==> config.mk <==
export PLATFORM = sky130hd
export DESIGN_NAME = multicycle_control
export DESIGN_NICKNAME = d
export VERILOG_FILES = /design/src/rtl/ctrl_pkg.sv /design/src/rtl/opcode_class.sv /design/src/rtl/multicycle_control.sv
export SDC_FILE = /design/constraint.sdc
export NUM_CORES = 1
export LEC_CHECK = 0
export ABC_AREA = 1
export CELL_PAD_IN_SITES_DETAIL_PLACEMENT = 1
export CELL_PAD_IN_SITES_GLOBAL_PLACEMENT = 1
export CORE_MARGIN = 1.5
export CORE_UTILIZATION = 34
export CTS_BUF_LIST = sky130_fd_sc_hd__clkbuf_16
export DETAILED_ROUTE_END_ITERATION = 10
export MAX_ROUTING_LAYER = met4
export PLACE_DENSITY_LB_ADDON = 0.1
export SLEW_MARGIN = 20
export SYNTH_ARGS = -nofsm -noshare
export SYNTH_HDL_FRONTEND = slang
export SYNTH_SLANG_ARGS = --single-unit
==> constraint.sdc <==
create_clock -name clk -period 1.84 [get_ports clk]
set_clock_uncertainty 0.2 [all_clocks]
set_input_delay 0.368 -clock clk [delete_from_list [all_inputs] [get_ports clk]]
set_output_delay 0.368 -clock clk [all_outputs]
set_load 0.05 [all_outputs]
==> src/rtl/ctrl_pkg.sv <==
// Shared definitions for the multicycle controller: opcodes, ALUOp encodings
// and the FSM state enumeration.
package ctrl_pkg;

  localparam logic [5:0] OP_R    = 6'b000000;
  localparam logic [5:0] OP_ADDI = 6'b100101;
  localparam logic [5:0] OP_SUBI = 6'b100110;
  localparam logic [5:0] OP_MULI = 6'b101000;
  localparam logic [5:0] OP_LW   = 6'b100011;
  localparam logic [5:0] OP_SW   = 6'b101011;
  localparam logic [5:0] OP_BEQ  = 6'b000100;

  localparam logic [1:0] ALUOP_R  = 2'b00;
  localparam logic [1:0] ALUOP_I  = 2'b10;
  localparam logic [1:0] ALUOP_BR = 2'b01;

  typedef enum logic [3:0] {
    S_FETCH,
    S_DECODE,
    S_EXEC_R,
    S_EXEC_I,
    S_MEM_ADDR,
    S_MEM_RD,
    S_MEM_WR,
    S_WB_ALU,
    S_WB_MEM,
    S_BRANCH
  } state_t;

endpackage

==> src/rtl/opcode_class.sv <==
// Decodes a 6-bit opcode into one-hot instruction classes; anything not
// recognised is flagged illegal.
module opcode_class
  import ctrl_pkg::*;
(
  input  logic [5:0] opcode,
  output logic       is_r,
  output logic       is_i,
  output logic       is_lw,
  output logic       is_sw,
  output logic       is_beq,
  output logic       is_illegal
);

  always_comb begin
    is_r       = 1'b0;
    is_i       = 1'b0;
    is_lw      = 1'b0;
    is_sw      = 1'b0;
    is_beq     = 1'b0;
    is_illegal = 1'b0;
    case (opcode)
      OP_R:                      is_r       = 1'b1;
      OP_ADDI, OP_SUBI, OP_MULI: is_i       = 1'b1;
      OP_LW:                     is_lw      = 1'b1;
      OP_SW:                     is_sw      = 1'b1;
      OP_BEQ:                    is_beq     = 1'b1;
      default:                   is_illegal = 1'b1;
    endcase
  end

endmodule

==> src/rtl/multicycle_control.sv <==
// Multicycle datapath controller: state register, opcode/funct latches and
// retired-instruction counter; strobes are decoded from the current state.
module multicycle_control
  import ctrl_pkg::*;
(
  input  logic        clk,
  input  logic        reset,
  input  logic [5:0]  opcode,
  input  logic [5:0]  funct,
  input  logic        zero,
  input  logic        mem_ready,
  output logic [1:0]  ALUOp,
  output logic [5:0]  alu_funct,
  output logic        IRWrite,
  output logic        PCWrite,
  output logic        MemRead,
  output logic        MemWrite,
  output logic        RegWrite,
  output logic        RegDst,
  output logic        ALUSrc,
  output logic        MemtoReg,
  output logic        retired,
  output logic        illegal,
  output logic [15:0] retire_count
);

  state_t      r_state;
  logic [5:0]  r_opcode;
  logic [5:0]  r_funct;
  logic        r_is_r;
  logic        r_is_lw;
  logic [15:0] r_retire_count;

  logic w_is_r, w_is_i, w_is_lw, w_is_sw, w_is_beq, w_is_illegal;

  opcode_class u_class (
    .opcode     (opcode),
    .is_r       (w_is_r),
    .is_i       (w_is_i),
    .is_lw      (w_is_lw),
    .is_sw      (w_is_sw),
    .is_beq     (w_is_beq),
    .is_illegal (w_is_illegal)
  );

  always_ff @(posedge clk) begin
    if (reset) begin
      r_state        <= S_FETCH;
      r_opcode       <= 6'd0;
      r_funct        <= 6'd0;
      r_is_r         <= 1'b0;
      r_is_lw        <= 1'b0;
      r_retire_count <= 16'd0;
    end else begin
      if (retired)
        r_retire_count <= r_retire_count + 16'd1;
      case (r_state)
        S_FETCH:    if (mem_ready) r_state <= S_DECODE;
        S_DECODE: begin
          r_opcode <= opcode;
          r_funct  <= funct;
          r_is_r   <= w_is_r;
          r_is_lw  <= w_is_lw;
          if (w_is_r)                 r_state <= S_EXEC_R;
          else if (w_is_i)            r_state <= S_EXEC_I;
          else if (w_is_lw || w_is_sw) r_state <= S_MEM_ADDR;
          else if (w_is_beq)          r_state <= S_BRANCH;
          else                        r_state <= S_FETCH;
        end
        S_EXEC_R, S_EXEC_I: r_state <= S_WB_ALU;
        S_MEM_ADDR: r_state <= r_is_lw ? S_MEM_RD : S_MEM_WR;
        S_MEM_RD:   if (mem_ready) r_state <= S_WB_MEM;
        S_MEM_WR:   if (mem_ready) r_state <= S_FETCH;
        default:    r_state <= S_FETCH;
      endcase
    end
  end

  // Outputs are forced low while reset is held so the reset cycle is quiet.
  always_comb begin
    ALUOp     = ALUOP_R;
    alu_funct = 6'd0;
    IRWrite   = 1'b0;
    PCWrite   = 1'b0;
    MemRead   = 1'b0;
    MemWrite  = 1'b0;
    RegWrite  = 1'b0;
    RegDst    = 1'b0;
    ALUSrc    = 1'b0;
    MemtoReg  = 1'b0;
    retired   = 1'b0;
    illegal   = 1'b0;
    if (!reset) begin
      case (r_state)
        S_FETCH: begin
          MemRead = 1'b1;
          IRWrite = mem_ready;
          PCWrite = mem_ready;
        end
        S_DECODE:   illegal = w_is_illegal;
        S_EXEC_R: begin
          ALUOp     = ALUOP_R;
          alu_funct = r_funct;
        end
        S_EXEC_I: begin
          ALUOp     = ALUOP_I;
          alu_funct = r_opcode;
          ALUSrc    = 1'b1;
        end
        S_MEM_ADDR: begin
          ALUOp  = ALUOP_I;
          ALUSrc = 1'b1;
        end
        S_MEM_RD:   MemRead = 1'b1;
        S_MEM_WR: begin
          MemWrite = 1'b1;
          retired  = mem_ready;
        end
        S_WB_ALU: begin
          RegWrite = 1'b1;
          RegDst   = r_is_r;
          retired  = 1'b1;
        end
        S_WB_MEM: begin
          RegWrite = 1'b1;
          MemtoReg = 1'b1;
          retired  = 1'b1;
        end
        S_BRANCH: begin
          ALUOp   = ALUOP_BR;
          PCWrite = zero;
          retired = 1'b1;
        end
        default: ;
      endcase
    end
  end

  assign retire_count = r_retire_count;

endmodule

---- After elaboration in Yosys (flattened, before gate mapping) ----
Index checks and enable logic that the tools add are counted.
word-level totals
  register bits after elaboration ......... 34
  bits of input ports ..................... 16
  word-level logic and storage cells ...... 75
operators by class
  add/subtract/negate cells ............... 1
  eq/ne operators ......................... 18
  mux-type cells .......................... 39
  reduce and logical (&&, ||, !) cells .... 11
operator list
  cell                     number
  $eq A6 B6 Y1 const B     5
  $mux W4                  7
  $mux W1                  24
  $pmux W4 S6              1
  $add A16 B1 Y16 const B  1
  $eq A4 B3 Y1 const B     4
  $pmux W6 S2              1
  $eq A4 B2 Y1 const B     2
  $eq A4 B4 Y1 const B     2
  $reduce_or A2 Y1         4
  $reduce_or A7 Y1         1
  $eq A6 B3 Y1 const B     1
  $logic_not A6 Y1         1
  $mux W6                  1
  $ne A2 B2 Y1 const B     3
  $reduce_or A3 Y1         2
  $eq A4 B1 Y1 const B     1
  $logic_not A4 Y1         1
  $mux W2                  2
  $pmux W1 S2              2
  $pmux W2 S2              1
  $reduce_and A3 Y1        1
  $logic_or A1 B1 Y1       1

---- Depth between registers and ports, before layout ----
  depth after elaboration ................. 7
  depth in mapped cells ................... 10

---- Modules after synthesis ----
From an unflattened synthesis, not the netlist that was laid out.
unflattened totals
  cell total of the unflattened synthesis .. 319
  area, all modules ....................... 2038.2 um^2
modules (own cells, without submodules)
  module              instances  cells each  area an instance (um^2)  sequential area each (um^2)
  multicycle_control  1          296         1941.9                   680.7
  opcode_class        1          23          96.3                     0.0

---- Least setup slack after synthesis ----
No wires, ideal clock.
  path kind ............................... register to output
  from .................................... register r_state[3]
  to ...................................... output illegal
  arrival time ............................ 2436 ps
  data required time ...................... 1272 ps
  slack ................................... -1164 ps
  stages on the path, launching flop included .. 5
  cells stage by stage .................... dfxtp_1 nor2_2 nand2_1 clkbuf_1 nor4_1
between the ends
  cells in the longest elaborated chain, start to end .. 3
ends and longest elaborated chain
  item                    line                      source
  from (decl)             multicycle_control.sv:27  state_t r_state;
  from (signal assigned)  multicycle_control.sv:71  S_MEM_ADDR: r_state <= r_is_lw ? S_MEM_RD : S_MEM_WR;
  $eq A4 B1 Y1            multicycle_control.sv:94  case (r_state)
  $mux W1                 multicycle_control.sv:94
  $mux W1                 multicycle_control.sv:93  if (!reset) begin
  to (decl)               multicycle_control.sv:23  output logic illegal,
Every way passes these cells.

---- Worst setup path after layout ----
  from .................................... register r_state[0]
  to ...................................... output illegal
Same word-level chain as after synthesis.

==> flow_metrics.env <==
export IMPL_status="complete, but fails checks"
export IMPL_violations="setup timing"
export IMPL_drive_above_1_share=0.431
export IMPL_cts_tree="built"
export IMPL_hold_violations=0
export IMPL_synth_seq_area_share=0.325
export IMPL_drc_errors=0
export IMPL_crit_arrival_ns=1.52
export IMPL_diodes=0
export IMPL_cts_sinks=34
export IMPL_drt_iter0_markers=118
export IMPL_avgSynthCellArea_um2=6.38
export IMPL_coreArea_mm2=0.00592
export IMPL_die_area_mm2=0.00664
export IMPL_r2r_cells=9
export IMPL_clockRootBuffer="clkbuf_16"
export IMPL_fin_nets=445
export IMPL_yosys_area_share_adder=0.00598
export IMPL_maxCapViolCount=0
export IMPL_seq_area_um2=696
export IMPL_rsz0062_at_grt="true"
export IMPL_grt_pass1_vias=2611
export IMPL_grt_max_degree=20
export IMPL_drt_pass1_iter_count=4
export IMPL_cts_clk_slew_worst_paths_ns=0.05
export IMPL_yosys_area_top_type_share=0.325
export IMPL_synth_seq_cells=34
export IMPL_totalWireLength_mm=8.45
export IMPL_die_w_um=81.5
export IMPL_grtUsageTotal=0.266
export IMPL_yosysMostFrequentCell="nand2_1"
export IMPL_io_buffers=49
export IMPL_antenna_found_initial=0
export IMPL_start_util=0.354
export IMPL_yosysTopAreaCell="dfxtp_1"
export IMPL_dpl_cell_area_mm2=0.00317
export IMPL_io_pins=50
export IMPL_syn_to_final_growth_pct=75.0
export IMPL_crit_path_end_kind="output port"
export IMPL_synthArstFlopShare=0
export IMPL_worstSetupPathType="register to output port"
export IMPL_synthCells=328
export IMPL_min_path_type="input port to register"
export IMPL_synth_edf_count=0
export IMPL_yosys_top_cells_count="nand2_1 (76), nor2_1 (54), dfxtp_1 (34)"
export IMPL_use_met3=0.0467
export IMPL_synth_main_ff_cell="dfxtp_1"
export IMPL_peakVddDrop_mv=0.674
export IMPL_via_count=2589
export IMPL_timing_final_crit_share=1.13
export IMPL_final_cell_area_mm2=0.00366
export IMPL_cts_hold_buf=0
export IMPL_detail_route_antenna_nets=0
export IMPL_synthXorXnorAreaFrac=0.0167
export IMPL_gp_congestion=0.821
export IMPL_busiest_layer="met2"
export IMPL_pwr_density_cell_mw_per_mm2=1010
export IMPL_grt_use_met1=0.302
export IMPL_p_leak_nw=1.49
export IMPL_fin_crit_ns=2.08
export IMPL_start_kind="register"
export IMPL_via_per_inst=5.16
export IMPL_insertion_delay_ns=0.28
export IMPL_rows=28
export IMPL_place_hpwl_mm=5.18
export IMPL_hold_path_cell_count=3
export IMPL_synth_distinct_cells=29
export IMPL_die_y_um=81.5
export IMPL_critPathMaxFanout=3
export IMPL_syn_num_nets=345
export IMPL_netlist_area_mm2=0.00209
export IMPL_use_met2=0.442
export IMPL_synth_top_family_by_area="simple AND/OR/NAND/NOR gates"
export IMPL_synth_area_leaders="dfxtp_1 (33%), nand2_1 (14%), nor2_1 (9.7%)"
export IMPL_layout_setup_ws_ns=-0.245
export IMPL_slew_violations=0
export IMPL_grt_overflow=0
export IMPL_h_tree_depth=2
export IMPL_multiInputGateArea_mm2=0.00145
export IMPL_synthMuxAreaShare=0
export IMPL_synth_compound_area_frac=0.140
export IMPL_route_detailed_wl_per_inst_um=16.8
export IMPL_setup_violations=18
export IMPL_timing_fmax_mhz=480
export IMPL_tightest_slew_ns=0.332
export IMPL_cp_required_ns=1.27
export IMPL_cts_buffers_inserted=5
export IMPL_cts_buffer_depth=2
export IMPL_relSlewSlack=0.778
export IMPL_synth_warnings=0
export IMPL_grt_pass1_wl_mm=12.7
export IMPL_fillCellCount=744
export IMPL_dp_worst_setup_slack_ns=-0.509
export IMPL_synthSimpleGateAreaFrac=0.418
[flip-flops by register name, summed over array words and instances (netlist names)]
register	count
r_state	4
r_is_r	1
retire_count	16
r_opcode	6
r_funct	6
r_is_lw	1
[final cells by class]
| type | count | share of cell area |
|---|---|---|
| multi-input combinational | 252 | 0.394 |
| timing repair buffer | 106 | 0.324 |
| sequential | 34 | 0.190 |
| clock buffer | 5 | 0.0342 |
| inverter | 29 | 0.0311 |
| tap | 75 | 0.0256 |
| clock inverter | 1 | 0.00102 |
[what timing repair did]
item / 4_1_cts / 5_1_grt
hold endpoints to repair: 0 / 0
setup endpoints to repair: 18 / 23
setup buffers: 15 / 10
pin swaps: 14 / 11
gates resized for setup: 55 / 26
[worst max-delay path, stage by stage (launching register included)]
cell and delay (ns):
dfxtp_2 0.36, inv_2 0.07, nor2_4 0.17, nand2_2 0.10, nor4_4 0.37, buf_12 0.18
[layer usage]
metal  up-vias  routed length [um]
met1      1251                3560
met2        61                4320
met4         0                 308
met5         -                   0
li1       1252                   -
met3        25                 268
[path summary, 6_finish.rpt]
kind	to	start	slack (ns)
worst min-delay path	r_opcode[0]	opcode[0]	0.19
worst max-delay path	illegal	r_state[0]	-0.24
worst max register to register	retire_count[11]	r_state[0]	0
worst min register to register	r_opcode[1]	r_opcode[1]	0.28
[placed cells by master (no fill, tap or decap), types with 2 or more instances in the layout]
cell type / Yosys / final
nand2_1: 76 / 71
buf_4: 1 / 51
nor2_1: 54 / 47
dfxtp_1: 34 / 28
buf_12: 0 / 25
nand3_1: 33 / 23
inv_1: 23 / 21
nand2_2: 13 / 17
a21oi_2: 9 / 15
o21ai_0: 16 / 15
buf_6: 3 / 15
a21oi_1: 22 / 12
nand3_2: 2 / 10
nor2_4: 2 / 9
clkdlybuf4s50_1: 0 / 7
inv_2: 5 / 6
nor2_2: 6 / 6
nand4_1: 6 / 6
clkbuf_16: 0 / 5
buf_2: 2 / 5
a21oi_4: 0 / 4
xnor2_1: 3 / 3
dfxtp_2: 0 / 3
dfxtp_4: 0 / 3
inv_4: 0 / 2
nand3_4: 0 / 2
nor3_1: 2 / 2
o21ai_1: 2 / 2
[cells by family after synthesis]
kind of cell / count (synthesis)
AND/OR/NAND/NOR: 196
flip-flops: 34
XOR/XNOR: 4
buffers and inverters: 42
AO/OA/AOI/OAI: 51
adder cells (fa/ha/maj): 1
[power breakdown]
part / total (mW) / leakage (nW) / switching, mW / internal (mW)
Sequential: 1.06 / 0.280 / 0.140 / 0.915
Clock: 0.772 / 0.0632 / 0.292 / 0.480
Combinational: 1.87 / 1.15 / 1.08 / 0.796
Total: 3.70 / 1.49 / 1.51 / 2.19
[per-stage QoR]
step / util / std cells / TNS [ns] / power, mW / hold slack (ns)
floorplan: - / 328 / -1.68 / 1.95 / 0.254
global placement: 0.535 / 473 / -2.50 / 2.45 / 0.265
detailed placement: 0.535 / 473 / -3.01 / 2.48 / 0.275
CTS: 0.592 / 494 / -2.25 / 3.41 / 0.180
global route: 0.619 / 502 / -4.48 / 3.91 / 0.236
finish: 0.619 / 502 / -3.05 / 3.70 / 0.187
(Power assumes the default switching activity.)
